`src/rtl/truth_table_sweeper_pkg.sv`:
```
// rtl/truth_table_sweeper_pkg.sv - shared types and sizing helpers for the truth-table sweeper
package truth_table_sweeper_pkg;

    typedef enum logic [1:0] {
        IDLE   = 2'd0,
        DRIVE  = 2'd1,
        REPORT = 2'd2
    } state_t;

    localparam int N_IN_DEF = 4;
    localparam int TT_W     = 2 ** N_IN_DEF;

    // Settle counter only needs to reach SETTLE-1; keep at least one bit so SETTLE=1 still elaborates.
    function automatic int settle_cnt_w(input int settle);
        return (settle <= 1) ? 1 : $clog2(settle);
    endfunction

endpackage

```
`src/rtl/truth_table_sweeper_if.sv`:
```
// rtl/truth_table_sweeper_if.sv - result handshake bundle between sweeper and consumer
interface truth_table_sweeper_if #(
    parameter int N_IN = 4
);
    localparam int W = 1 << N_IN;

    logic            result_valid;
    logic            result_ready;
    logic [W-1:0]    tt_captured;
    logic            match;
    logic [W-1:0]    mismatch_mask;
    logic [N_IN-1:0] first_fail;

    modport master (
        output result_valid,
        input  result_ready,
        output tt_captured,
        output match,
        output mismatch_mask,
        output first_fail
    );

    modport slave (
        input  result_valid,
        output result_ready,
        input  tt_captured,
        input  match,
        input  mismatch_mask,
        input  first_fail
    );
endinterface

```
`src/rtl/truth_table_sweeper_tt_first_diff.sv`:
```
// rtl/truth_table_sweeper_tt_first_diff.sv - lowest-set-bit priority encoder for mismatch masks
module tt_first_diff #(
    parameter int N_IN = 4
) (
    input  logic [(1<<N_IN)-1:0] vec,
    output logic [N_IN-1:0]      index,
    output logic                 any_set
);

    // Scan from the top down so the lowest set bit is the last one to win; index stays 0 when vec is 0.
    always_comb begin
        index   = '0;
        any_set = |vec;
        for (int i = (1 << N_IN) - 1; i >= 0; i--) begin
            if (vec[i]) begin
                index = N_IN'(i);
            end
        end
    end

endmodule

```
`src/rtl/truth_table_sweeper.sv`:
```
// rtl/truth_table_sweeper.sv - sweeps all input vectors of a 4-input netlist and compares its truth table
module truth_table_sweeper
    import truth_table_sweeper_pkg::*;
#(
    parameter int N_IN   = N_IN_DEF,
    parameter int SETTLE = 2
) (
    input  logic                 clk,
    input  logic                 rst,
    input  logic                 start,
    input  logic [(1<<N_IN)-1:0] expected,
    output logic [N_IN-1:0]      probe_in,
    input  logic                 probe_out,
    output logic                 busy,
    truth_table_sweeper_if.master res
);

    localparam int              W        = 1 << N_IN;
    localparam int              CW       = settle_cnt_w(SETTLE);
    localparam logic [CW-1:0]   CNT_LAST = CW'(SETTLE - 1);
    localparam logic [N_IN-1:0] IDX_LAST = N_IN'(W - 1);

    state_t          state;
    logic [N_IN-1:0] idx;
    logic [CW-1:0]   cnt;
    logic [W-1:0]    tt_q;
    logic [W-1:0]    exp_q;
    logic            rv_q;
    logic [W-1:0]    diff;
    logic [N_IN-1:0] low_idx;
    logic            any_diff;

    // Sweep sequencer: latch on start, hold each vector SETTLE cycles, capture, then park in REPORT.
    always_ff @(posedge clk) begin
        if (rst) begin
            state    <= IDLE;
            probe_in <= '0;
            idx      <= '0;
            cnt      <= '0;
            tt_q     <= '0;
            exp_q    <= '0;
            busy     <= 1'b0;
            rv_q     <= 1'b0;
        end else begin
            case (state)
                IDLE: begin
                    probe_in <= '0;
                    if (start) begin
                        exp_q <= expected;
                        tt_q  <= '0;
                        idx   <= '0;
                        cnt   <= '0;
                        busy  <= 1'b1;
                        state <= DRIVE;
                    end
                end
                DRIVE: begin
                    if (cnt == CNT_LAST) begin
                        tt_q[idx] <= probe_out;
                        cnt       <= '0;
                        if (idx == IDX_LAST) begin
                            busy  <= 1'b0;
                            rv_q  <= 1'b1;
                            state <= REPORT;
                        end else begin
                            idx      <= idx + 1'b1;
                            probe_in <= idx + 1'b1;
                        end
                    end else begin
                        cnt <= cnt + 1'b1;
                    end
                end
                REPORT: begin
                    if (rv_q && res.result_ready) begin
                        rv_q     <= 1'b0;
                        idx      <= '0;
                        probe_in <= '0;
                        state    <= IDLE;
                    end
                end
                default: begin
                    state <= IDLE;
                end
            endcase
        end
    end

    // Compare outputs are pure functions of the registered table and latched expectation.
    always_comb begin
        diff = tt_q ^ exp_q;
    end

    tt_first_diff #(.N_IN(N_IN)) u_first_diff (
        .vec     (diff),
        .index   (low_idx),
        .any_set (any_diff)
    );

    assign res.result_valid  = rv_q;
    assign res.tt_captured   = tt_q;
    assign res.mismatch_mask = diff;
    assign res.match         = ~any_diff;
    assign res.first_fail    = low_idx;

endmodule

```
`src/flat_wrapper.sv`:
```
// flat-port wrapper written by rule: the top's interface ports become plain ports
module truth_table_sweeper_flat import truth_table_sweeper_pkg::*;
#(
    parameter int N_IN   = N_IN_DEF,
    parameter int SETTLE = 2
)
  (clk, rst, start, expected, probe_in, probe_out, busy, res_result_valid, res_result_ready, res_tt_captured, res_match, res_mismatch_mask, res_first_fail);
  truth_table_sweeper_if #(.N_IN(N_IN)) res_i ();
  input  logic clk;
  input  logic rst;
  input  logic start;
  input  logic [(1<<N_IN)-1:0] expected;
  output logic [N_IN-1:0] probe_in;
  input  logic probe_out;
  output logic busy;
  output wire logic [$bits(res_i.result_valid)-1:0] res_result_valid;
  input wire logic [$bits(res_i.result_ready)-1:0] res_result_ready;
  output wire logic [$bits(res_i.tt_captured)-1:0] res_tt_captured;
  output wire logic [$bits(res_i.match)-1:0] res_match;
  output wire logic [$bits(res_i.mismatch_mask)-1:0] res_mismatch_mask;
  output wire logic [$bits(res_i.first_fail)-1:0] res_first_fail;
  assign res_result_valid = res_i.result_valid;
  assign res_i.result_ready = res_result_ready;
  assign res_tt_captured = res_i.tt_captured;
  assign res_match = res_i.match;
  assign res_mismatch_mask = res_i.mismatch_mask;
  assign res_first_fail = res_i.first_fail;
  truth_table_sweeper #(.N_IN(N_IN), .SETTLE(SETTLE)) u_core (.clk(clk), .rst(rst), .start(start), .expected(expected), .probe_in(probe_in), .probe_out(probe_out), .busy(busy), .res(res_i));
endmodule
```
`config.mk`:
```
export PLATFORM = sky130hd
export DESIGN_NAME = truth_table_sweeper_flat
export DESIGN_NICKNAME = d
export VERILOG_FILES = /design/src/rtl/truth_table_sweeper_pkg.sv /design/src/rtl/truth_table_sweeper_if.sv /design/src/rtl/truth_table_sweeper_tt_first_diff.sv /design/src/rtl/truth_table_sweeper.sv /design/src/flat_wrapper.sv
export SDC_FILE = /design/constraint.sdc
export NUM_CORES = 1
export LEC_CHECK = 0
export ABC_AREA = 0
export BUFFER_PORTS_ARGS = -buffer_cell sky130_fd_sc_hd__buf_4
export CAP_MARGIN = 20
export CORE_MARGIN = 4
export CORE_UTILIZATION = 45
export CTS_CLUSTER_DIAMETER = 200
export DETAILED_ROUTE_END_ITERATION = 7
export GPL_TIMING_DRIVEN = 0
export HOLD_SLACK_MARGIN = 0.1
export PLACE_DENSITY = 0.68
export SLEW_MARGIN = 0
export SYNTH_ARGS = -nofsm -noshare
export SYNTH_HDL_FRONTEND = slang
export SYNTH_SLANG_ARGS = --single-unit
```
`constraint.sdc`:
```
create_clock -name clk -period 4.74 [get_ports clk]
set_input_delay 0.474 -clock clk [delete_from_list [all_inputs] [get_ports clk]]
set_output_delay 0.474 -clock clk [all_outputs]
set_load 0.02 [all_outputs]
```
* Word-level counts from Yosys, hierarchy flattened
Index checks and enable logic that the tools add are counted.
** Cells by class
- $lt $le $gt $ge :: 2
- Reductions and logical operators :: 15
- Bitwise operators :: 2
- Multiplexer cells :: 44
- Equality and inequality tests :: 8
- Add/subtract/negate cells :: 2
** Operators with widths (number)
- $mux 4 :: 20
- $mux 16 :: 2
- $pmux 16 s2 :: 1
- $pmux 4 s3 :: 2
- $bwmux 16 :: 1
- $reduce_and 4->1 :: 4
- $reduce_or 16->1 :: 1
- $xor 16x16->16 :: 1
- $mux 1 :: 9
- $mux 2 :: 4
- $ne 2x1->1 const B :: 3
- $pmux 1 s2 :: 3
- $pmux 2 s3 :: 1
- $lt 4x5->1 const B :: 1
- $reduce_and 5->1 :: 1
- $add 4x1->4 const B :: 1
- $demux 1 s4 :: 1
- $eq 4x4->1 const B :: 1
- $ge 4x1->1 const B :: 1
- $ne 2x2->1 const B :: 2
- $reduce_and 2->1 :: 2
- $reduce_bool 2->1 :: 2
- $reduce_and 3->1 :: 1
- $reduce_bool 3->1 :: 1
- other kinds (6) :: 7
** Word-level totals
- Bits in registers :: 45
- Word-level logic and storage cells :: 81
- Input bits :: 21
- Output and inout bits :: 43

* Logic depth before layout (Yosys ltp)
Gate-level depths: netlist (run 1).
- Word-level depth :: 17
- Gate-level depth with buffers :: 7
- Depth with buffers taken out :: 5

* Hierarchy
Synthesis (run 1) repeated with hierarchy kept, for this count alone.
** Second synthesis, totals
- Cell total of the unflattened synthesis :: 301
- Area total of the unflattened synthesis :: 2312.2 um2
** Modules (own cells, without submodules)
- truth_table_sweeper :: instances 1, cells an instance 267, area each 2135.8 um2, sequential area each 900.9 um2
- tt_first_diff :: instances 1, cells an instance 34, area each 176.4 um2, sequential area each 0.0 um2

* Least setup slack after synthesis (run 1)
OpenSTA, ideal clock, no wires.
- Path type :: register to output
- Start point :: reg u_core.tt_q[14], in the netlist u_core.res.tt_captured[14]
- End point :: out res_match
- Slack :: 2.370 ns
- Data arrival time :: 1.896 ns
- Buffers on the path :: 0
- Data required time :: 4.266 ns
- Cell stages (with the launch flop) :: 5
- Cell sequence :: dfxtp_1 > xnor2_1 > inv_1 > or4_1 > nor3_1
** Between the ends
- Cells in the longest elaborated chain, start to end :: 3
** Ends and longest elaborated chain
- start, declared :: line truth_table_sweeper.sv:26 : logic [W-1:0] tt_q;
- start signal, assigned by index :: line truth_table_sweeper.sv:59 : tt_q[idx] <= probe_out;
- $xor 16x16->16 :: line truth_table_sweeper.sv:90 : diff = tt_q ^ exp_q;
- net res_mismatch_mask[14] :: line flat_wrapper.sv:20 : output wire logic [$bits(res_i.mismatch_mask)-1:0] res_mismatch_mask;
- $reduce_or 16->1 :: line truth_table_sweeper_tt_first_diff.sv:13 : any_set = |vec;
- $not 1->1 :: line truth_table_sweeper.sv:102 : assign res.match = ~any_diff;
- end, declared :: line flat_wrapper.sv:19 : output wire logic [$bits(res_i.match)-1:0] res_match;
The timed path passes the listed nets, and every way through them passes these cells.

* Worst setup path in the final report (run 1)
- Start point :: reg u_core.tt_q[11], in the netlist u_core.res.tt_captured[11]
- End point :: out res_first_fail[1]
** Between the ends
- Cells in the longest elaborated chain, start to end :: 13
** Ends and longest elaborated chain
- $xor 16x16->16 :: line truth_table_sweeper.sv:90
- $mux 4 (12 in a row) :: line truth_table_sweeper_tt_first_diff.sv:15 : if (vec[i]) begin
- end, declared :: line flat_wrapper.sv:21 : output wire logic [$bits(res_i.first_fail)-1:0] res_first_fail;
Every way passes these cells.

==> results of run 1 <==
## final timing paths
check,startpoint,to,depth (start not counted)
setup reg to reg,u_core.idx[0],u_core.probe_in[1],6
hold / removal,expected[10],u_core.exp_q[10],3
hold reg to reg,u_core.exp_q[2],u_core.exp_q[2],2
setup / recovery,u_core.res.tt_captured[11],res_first_fail[1],6
## placed cells by master (no fill, tap or decap), types with 3 or more instances in the layout
| cell | synthesis | final |
|---|---|---|
| buf_4 | 1 | 63 |
| a21oi_1 | 60 | 60 |
| nand2_1 | 49 | 49 |
| dfxtp_1 | 45 | 45 |
| o21ai_0 | 21 | 21 |
| clkbuf_1 | 13 | 13 |
| xor2_1 | 12 | 12 |
| nor2_1 | 12 | 12 |
| inv_1 | 9 | 9 |
| xnor2_1 | 7 | 7 |
| nand3_1 | 6 | 6 |
| nand4_1 | 5 | 5 |
| buf_2 | 5 | 5 |
| and3_1 | 5 | 5 |
| clkbuf_8 | 0 | 5 |
| or4_1 | 4 | 4 |
| nor2b_1 | 4 | 4 |
| ha_1 | 4 | 4 |
| nor3_1 | 3 | 3 |
| and2_1 | 3 | 3 |
## cells in the mapped netlist (4+ instances only)
cell type	n	area (µm²)
nand3_1	6	30.03
buf_2	5	25.02
clkbuf_1	13	48.80
dfxtp_1	45	900.9
inv_1	9	33.78
nor2b_1	4	25.02
ha_1	4	50.05
xnor2_1	7	61.31
a21oi_1	60	300.3
nand4_1	5	31.28
nand2_1	49	183.9
xor2_1	12	105.1
or4_1	4	30.03
o21ai_0	21	105.1
and3_1	5	31.28
nor2_1	12	45.04
## where the power goes
part / switching, W / internal (W)
clock: 0.000142 / 0.000105
sequential: 0.00000713 / 0.000388
combinational: 0.0000926 / 0.0000666
total: 0.000242 / 0.000560
## sequential cells by signal, summed over array words and instances (netlist names)
register,cells
u_core.exp_q,16
u_core.cnt,1
u_core.probe_in,4
u_core.idx,4
u_core.state,2
u_core.res.tt_captured,16
u_core.busy,1
u_core.res.result_valid,1
## cell type report
class	instances	area [µm²]
Clock buffer	5	68.82
Inverter	9	33.78
Sequential cell	45	900.9
Buffer	21	96.34
Fill cell	478	1893
Timing Repair Buffer	62	465.4
Multi-Input combinational cell	227	1285
Tap cell	67	83.83
Clock inverter	3	21.27
## metrics by stage
step | setup WS (ns) | area, µm² | cells | power, W
CTS | 2.250 | 2955 | 439 | 0.0008067
global route | 2.129 | 2955 | 439 | 0.0008418
detailed placement | 2.598 | 2865 | 431 | 0.0005636
floorplan | 2.370 | 2316 | 302 | 0.0005027
finish | 2.238 | 2955 | 439 | 0.0008015
global placement | 2.558 | 2865 | 431 | 0.0005619
## routing by layer
| layer | up-vias | routed length [µm] | GRT usage |
|---|---|---|---|
| met5 | - | 0 | 0 |
| met4 | 0 | 59 | 0.05068 |
| met3 | 5 | 312 | 0.02935 |
| met2 | 65 | 2789 | 0.3180 |
| met1 | 1018 | 3060 | 0.2734 |
| li1 | 1185 | - | - |
## worst register-to-register path, stage by stage (launching register included)
cell,delay (ns)
dfxtp_1,0.49
ha_1,0.19
buf_2,0.21
nand3_1,0.25
a21boi_0,0.41
o21ai_0,0.15
a21oi_1,0.18
## logic make-up (layout without fill, tap and decap cells)
group	count (synthesis)	after routing	synth area share
compound gates	99	99	0.2361
xor+xnor	19	19	0.07185
fa+ha+maj	4	4	0.02161
buf+inv	30	100	0.05618
flops	45	45	0.3890
mux	2	2	0.008644
simple gates	103	103	0.2166
==> impl_metrics.yaml, run 1 <==
status:
  outcome: "completed"
synthesis:
  synth_nets: 327
  synth_flop_cell: "dfxtp_1"
  avgSynthCellArea_um2: 7.669
  ys_warn_count: 0
  synth.cell_area_um2: 2316
  synth_edf_count: 0
  ys_seq_elements: 45
  async_flop_share: 0
  syn-instance-count: 302
  ys_seq_area_frac: 0.3890
  synth.distinct_cells: 45
detailed_routing:
  wire_per_inst_um: 14.17
  routed_wl_um: 6221
  ant_nets: 0
  vias: 2273
  drc: 0
  via_per_inst: 5.178
  firstDrtPassIters: 4
  drtIter0Drc: 139
worst_setup_path:
  crit_type: "reg2out"
  cp_max_fo: 4
  crit_chain: "xnor2_1 > inv_1 > or4_1 > o211ai_1 > a21boi_0 > buf_4"
  slowest_stage: "or4_1"
  cp_data_required_time_ns: 4.27
  worst-path-buf-inv: 2
  cp-end-kind: "output pin"
  max_stage_delay_ns: 0.52
  crit_family: "simple AND/OR/NAND/NOR gates"
  arrival_ns: 2.03
  rrSetupSlack_ns: 2.79
  cp-start-kind: "flip-flop"
clocking:
  cts_setup_buffers: 0
  cts_root_buf: "clkbuf_8"
  clk_pin_slew_ns: 0.09
  cts_resized: 0
  htree_levels: 2
  clock_path_buffers: 2
  cts.sinks: 45
  cts_tree: "done"
  cts_buffers: 5
  insertion_delay_ns: 0.30
  ctsHoldBuffers: 0
layout:
  nets: 396
  final_layout_size_suffix_gt1_frac: 0.2151
  diodes: 0
  syn_to_final_growth_pct: 27.61
  fin_util: 0.6095
timing:
  holdWs_ns: 0.4104
  setup_viol: 0
  finClkSkew_ns: 0.004429
  fmax_mhz: 399.6
  maxSlewViolCount: 0
  hold_violations: 0
  rsz0062_at_grt: "false"
  tns_ns: 0
  tightest_slew_ns: 0.6082
  slew_headroom: 0.5945
  finalCritPeriodShare: 0.5279
  min_period_ns: 2.502
min_path:
  hold_path.class: "in2reg"
placed_design:
  globalplace.congestion: 0.8670
  hpwl_um: 4694
  port_buffers: 62
floorplan:
  die-area_um2: 6358
  io_pins: 64
  rows: 25
  start_util: 0.4777
  die_x_um: 79.74
  die_h_um: 79.74
  core_area_um2: 4848
power:
  p_per_area_nw_per_um2: 271.2
  p_leak_nw: 1.296
  ir_worst_vdd_mv: 0.2117
global_routing:
  grt_pass1_wl_um: 9970
  grt_max_degree: 16
  overflow: 0
  grtUsageTotal: 0.1964
  first_global_vias: 2078
  antenna_found_initial: 0
job:
  drv_cap: 0
Power figures use the tool's default switching activity.
==> inputs of run 2 (changes only) <==
--- a/config.mk
+++ b/config.mk
@@ -14,7 +14,7 @@
 export DETAILED_ROUTE_END_ITERATION = 7
 export GPL_TIMING_DRIVEN = 0
 export HOLD_SLACK_MARGIN = 0.1
-export PLACE_DENSITY = 0.68
+export PLACE_DENSITY = 0.71
 export SLEW_MARGIN = 0
 export SYNTH_ARGS = -nofsm -noshare
 export SYNTH_HDL_FRONTEND = slang
==> constraint.sdc (replaced) <==
create_clock -name clk -period 2.1 [get_ports clk]
set_input_delay 0.21 -clock clk [delete_from_list [all_inputs] [get_ports clk]]
set_output_delay 0.21 -clock clk [all_outputs]
set_load 0.02 [all_outputs]
==> impl_metrics.yaml, run 2 (synthesized netlist as in run 1, its figures left out) <==
floorplan:
  die-area_um2: 6358
  die_h_um: 79.74
  core_area_um2: 4848
  rows: 25
  start_util: 0.4777
  io_pins: 64
  die_x_um: 79.74
worst_setup_path:
  cp-end-kind: "output pin"
  cp_max_fo: 4
  cp-start-kind: "flip-flop"
  slowest_stage: "or4_4"
  arrival_ns: 1.87
  crit_chain: "xnor2_2 > inv_1 > or4_4 > o211ai_1 > a21boi_1 > buf_4"
  cp_data_required_time_ns: 1.89
  crit_type: "reg2out"
  max_stage_delay_ns: 0.48
  worst-path-buf-inv: 2
  crit_family: "simple AND/OR/NAND/NOR gates"
clocking:
  insertion_delay_ns: 0.30
  htree_levels: 2
  cts_buffers: 5
  ctsHoldBuffers: 0
  clock_path_buffers: 2
  cts_root_buf: "clkbuf_8"
  cts.sinks: 45
  clk_pin_slew_ns: 0.09
  cts_tree: "done"
global_routing:
  grt_pass1_wl_um: 10240
  first_global_vias: 2215
  grtUsageTotal: 0.2018
  antenna_found_initial: 0
  overflow: 0
  grt_max_degree: 16
power:
  p_switching_w: 0.0005474
  p_leak_nw: 1.327
  power.share.clock: 0.298
  combPwrFrac: 0.214
  swShare: 0.2992
  ir_worst_vdd_mv: 0.4578
  p_int_w: 0.001282
  p_per_area_nw_per_um2: 595.3
  seqPwrFrac: 0.488
detailed_routing:
  drc: 0
  ant_nets: 0
  vias: 2331
  wire_per_inst_um: 14.38
  routed_wl_um: 6357
  firstDrtPassIters: 4
  via_per_inst: 5.274
  drtIter0Drc: 158
timing:
  min_period_ns: 2.085
  setup_viol: 0
  rsz0062_at_grt: "true"
  fin_ws_ns: 0.01546
  fmax_mhz: 479.7
  finalCritPeriodShare: 0.9926
  tightest_slew_ns: 0.6295
  slew_headroom: 0.5803
  maxSlewViolCount: 0
  holdWs_ns: 0.1420
  hold_violations: 0
  finClkSkew_ns: 0.005476
layout:
  fin_util: 0.6338
  instances_no_fill: 442
  layout_commonest_cell: "buf_4"
  nets: 399
  design_area_um2: 3073
  final_layout_size_suffix_gt1_frac: 0.2693
  syn_to_final_growth_pct: 32.69
  diodes: 0
  final_cell_mix: "buf_4 (65), a21oi_1 (60), nand2_1 (49)"
status:
  outcome: "completed"
placed_design:
  dpl.cell_count: 431
  dpl_cell_area_um2: 2870
  dp_slack_ns: 0.1641
  port_buffers: 62
  hpwl_um: 4756
  globalplace.congestion: 0.8580
min_path:
  hold_path.class: "in2reg"
job:
  drv_cap: 0
run 2: layout make-up:
| cell class | instances | area [µm²] |
|---|---|---|
| inverter | 9 | 33.78 |
| tap | 67 | 83.83 |
| fill | 451 | 1775 |
| timing repair buffer | 65 | 491.7 |
| sequential | 45 | 915.9 |
| clock buffer | 5 | 68.82 |
| clock inverter | 3 | 21.27 |
| multi-input combinational | 227 | 1361 |
| buffer | 21 | 96.34 |
run 2: worst paths after layout:
kind	from	to	slack (ns)	cells past startpoint
min	expected[11]	u_core.exp_q[11]	0.14	3
max reg2reg	u_core.idx[1]	u_core.idx[2]	0.17	6
min reg2reg	u_core.exp_q[0]	u_core.exp_q[0]	0.47	2
max	u_core.exp_q[7]	res_first_fail[1]	0.02	6
run 2: through the flow:
step / setup TNS [ns] / total power [W]
final: 0 / 0.001829
after global routing: -0.1079 / 0.001924
after CTS: -0.007934 / 0.001836
after detailed placement: 0 / 0.001277
after global placement: 0 / 0.001270
after floorplan: 0 / 0.001137
run 2: layer usage:
metal / vias to the layer above / GRT usage / part of all wire
li1: 1191 / - / -
met1: 1069 / 0.2542 / 0.44
met2: 63 / 0.3447 / 0.48
met3: 8 / 0.03837 / 0.063
met4: 0 / 0.06757 / 0.011
met5: - / 0 / 0
run 2: repair_timing:
action,in CTS,in global routing
pin swaps,5,8
setup buffers,2,1
gates resized for setup,10,14
endpoints found under the setup margin,5,5
run 2: tightest hold or removal path, stage by stage:
cell     delay, ns
buf_4         0.11
nand2_1       0.05
a21oi_1       0.05
run 2: power groups by stage:
stage	registers [W]	clock network, W	logic [W]
after floorplan	0.000912	0	0.000225
after global placement	0.000911	0	0.000358
after detailed placement	0.000912	0	0.000365
after CTS	0.000894	0.000569	0.000374
after global routing	0.000896	0.000601	0.000427
final	0.000893	0.000545	0.000391
==> inputs of run 3 (changes only) <==
--- a/config.mk
+++ b/config.mk
@@ -8,13 +8,15 @@
 export ABC_AREA = 0
 export BUFFER_PORTS_ARGS = -buffer_cell sky130_fd_sc_hd__buf_4
 export CAP_MARGIN = 20
+export CELL_PAD_IN_SITES_DETAIL_PLACEMENT = 0
+export CELL_PAD_IN_SITES_GLOBAL_PLACEMENT = 1
 export CORE_MARGIN = 4
-export CORE_UTILIZATION = 45
+export CORE_UTILIZATION = 33
 export CTS_CLUSTER_DIAMETER = 200
 export DETAILED_ROUTE_END_ITERATION = 7
 export GPL_TIMING_DRIVEN = 0
 export HOLD_SLACK_MARGIN = 0.1
-export PLACE_DENSITY = 0.71
+export PLACE_DENSITY = 0.72
 export SLEW_MARGIN = 0
 export SYNTH_ARGS = -nofsm -noshare
 export SYNTH_HDL_FRONTEND = slang
==> impl_metrics.yaml, run 3 (synthesized netlist as in run 1, its figures left out) <==
worst_setup_path:
  worst-path-buf-inv: 2
  cp-end-kind: "output pin"
  cp_data_required_time_ns: 1.89
  max_stage_delay_ns: 0.52
  cp_max_fo: 3
  crit_type: "reg2out"
  cp-start-kind: "flip-flop"
  arrival_ns: 1.85
  crit_chain: "xnor2_2 > inv_1 > or4_1 > o211ai_1 > a21boi_1 > buf_4"
  slowest_stage: "or4_1"
  crit_family: "simple AND/OR/NAND/NOR gates"
status:
  outcome: "completed"
layout:
  syn_to_final_growth_pct: 35.87
  final_cell_mix: "buf_4 (69), a21oi_1 (60), nand2_1 (49)"
  layout_commonest_cell: "buf_4"
  diodes: 0
  nets: 403
  final_layout_size_suffix_gt1_frac: 0.2823
global_routing:
  grt_pass1_wl_um: 10910
  first_global_vias: 2235
  antenna_found_initial: 0
  overflow: 0
  grt_use_met3: 0.04020
  grtUsageTotal: 0.1612
  busiest_layer: "met2"
  use_met2: 0.2672
  grt_max_degree: 14
  gr-usage-met1: 0.2034
timing:
  maxSlewViolCount: 0
  finalCritPeriodShare: 0.9803
  fmax_mhz: 485.7
  min_period_ns: 2.059
  tns_ns: 0
  tightest_slew_ns: 0.6125
  hold_violations: 0
  finClkSkew_ns: 0.004159
  slew_headroom: 0.5917
  setup_viol: 0
detailed_routing:
  drtIter0Drc: 122
  firstDrtPassIters: 6
  vias: 2358
  via_per_inst: 4.964
  drc: 0
  ant_nets: 0
  routed_wl_um: 6818
  wire_per_inst_um: 14.35
clocking:
  insertion_delay_ns: 0.30
  cts_root_buf: "clkbuf_8"
  cts.sinks: 45
  htree_levels: 2
  clock_path_buffers: 2
  cts_tree: "done"
  cts_buffers: 5
  clk_pin_slew_ns: 0.08
floorplan:
  rows: 30
  die-area_um2: 8423
  io_pins: 64
  die_x_um: 91.78
  core_area_um2: 6794
  start_util: 0.3409
  die_h_um: 91.78
power:
  p_leak_nw: 1.341
  p_per_area_nw_per_um2: 579.2
  ir_worst_vdd_mv: 0.4516
  power_w: 0.001823
job:
  drv_cap: 0
placed_design:
  globalplace.congestion: 0.8250
  hpwl_um: 5120
  port_buffers: 62
min_path:
  hold_path.class: "in2reg"
==> run 3: changes by cell type in the layout (fill, tap and decap cells not counted), moves of 2 or more <==
cell,change
clkbuf_1,+2
dfxtp_2,+2
dfxtp_1,-2
buf_4,+4
==> run 3: cell type report <==
class | instances | area [µm²]
Clock inverter | 1 | 7.507
Inverter | 9 | 33.78
Sequential cell | 45 | 918.4
Multi-Input combinational cell | 227 | 1373
Clock buffer | 7 | 76.32
Fill cell | 718 | 3647
Tap cell | 96 | 120.1
Timing Repair Buffer | 69 | 521.8
Buffer | 21 | 96.34
==> run 3: timing repair <==
action,in CTS,in global routing
pin swaps,3,12
gates resized for setup,11,18
endpoints found under the setup margin,4,5
setup buffers,2,5
hold buffers,0,0
endpoints found under the hold margin,0,0
==> run 3: worst paths after layout <==
kind / from / end / slack (ns) / depth (start not counted)
max: u_core.exp_q[6] / res_first_fail[1] / 0.04 / 6
min: expected[11] / u_core.exp_q[11] / 0.14 / 3
max reg2reg: u_core.idx[0] / u_core.idx[2] / 0.14 / 6
min reg2reg: u_core.exp_q[2] / u_core.exp_q[2] / 0.47 / 2
==> run 3: tightest hold or removal path, delay by kind of cell <==
family / cells / cell delay, ns
AND/OR/NAND/NOR: 1 / 0.04
AO/OA/AOI/OAI: 1 / 0.05
buffers and inverters: 1 / 0.11
==> run 3: metrics by stage <==
stage | worst slack (ns) | hold slack [ns] | util | std cells | cell area (µm²)
floorplan | 0.1372 | 0.3460 | - | 302 | 2321
global placement | 0.1416 | 0.4531 | 0.4278 | 460 | 2907
detailed placement | 0.1597 | 0.4583 | 0.4278 | 460 | 2907
CTS | -0.009283 | 0.1340 | 0.4481 | 470 | 3044
global route | -0.01060 | 0.1485 | 0.4632 | 475 | 3147
finish | 0.04127 | 0.1382 | 0.4632 | 475 | 3147
==> run 3: power breakdown <==
part	switching [W]	leakage, nW	internal, W	total, W
combinational	0.000224	0.932	0.000175	0.000400
clock	0.000294	0.0385	0.000236	0.000530
sequential	0.0000188	0.371	0.000874	0.000893
total	0.000537	1.34	0.00129	0.00182
==> run 3: per-layer routing <==
metal  up-vias  part of all wire
met4         0             0.016
met2        65              0.46
li1       1193                 -
met3        13             0.061
met5         -                 0
met1      1087              0.46
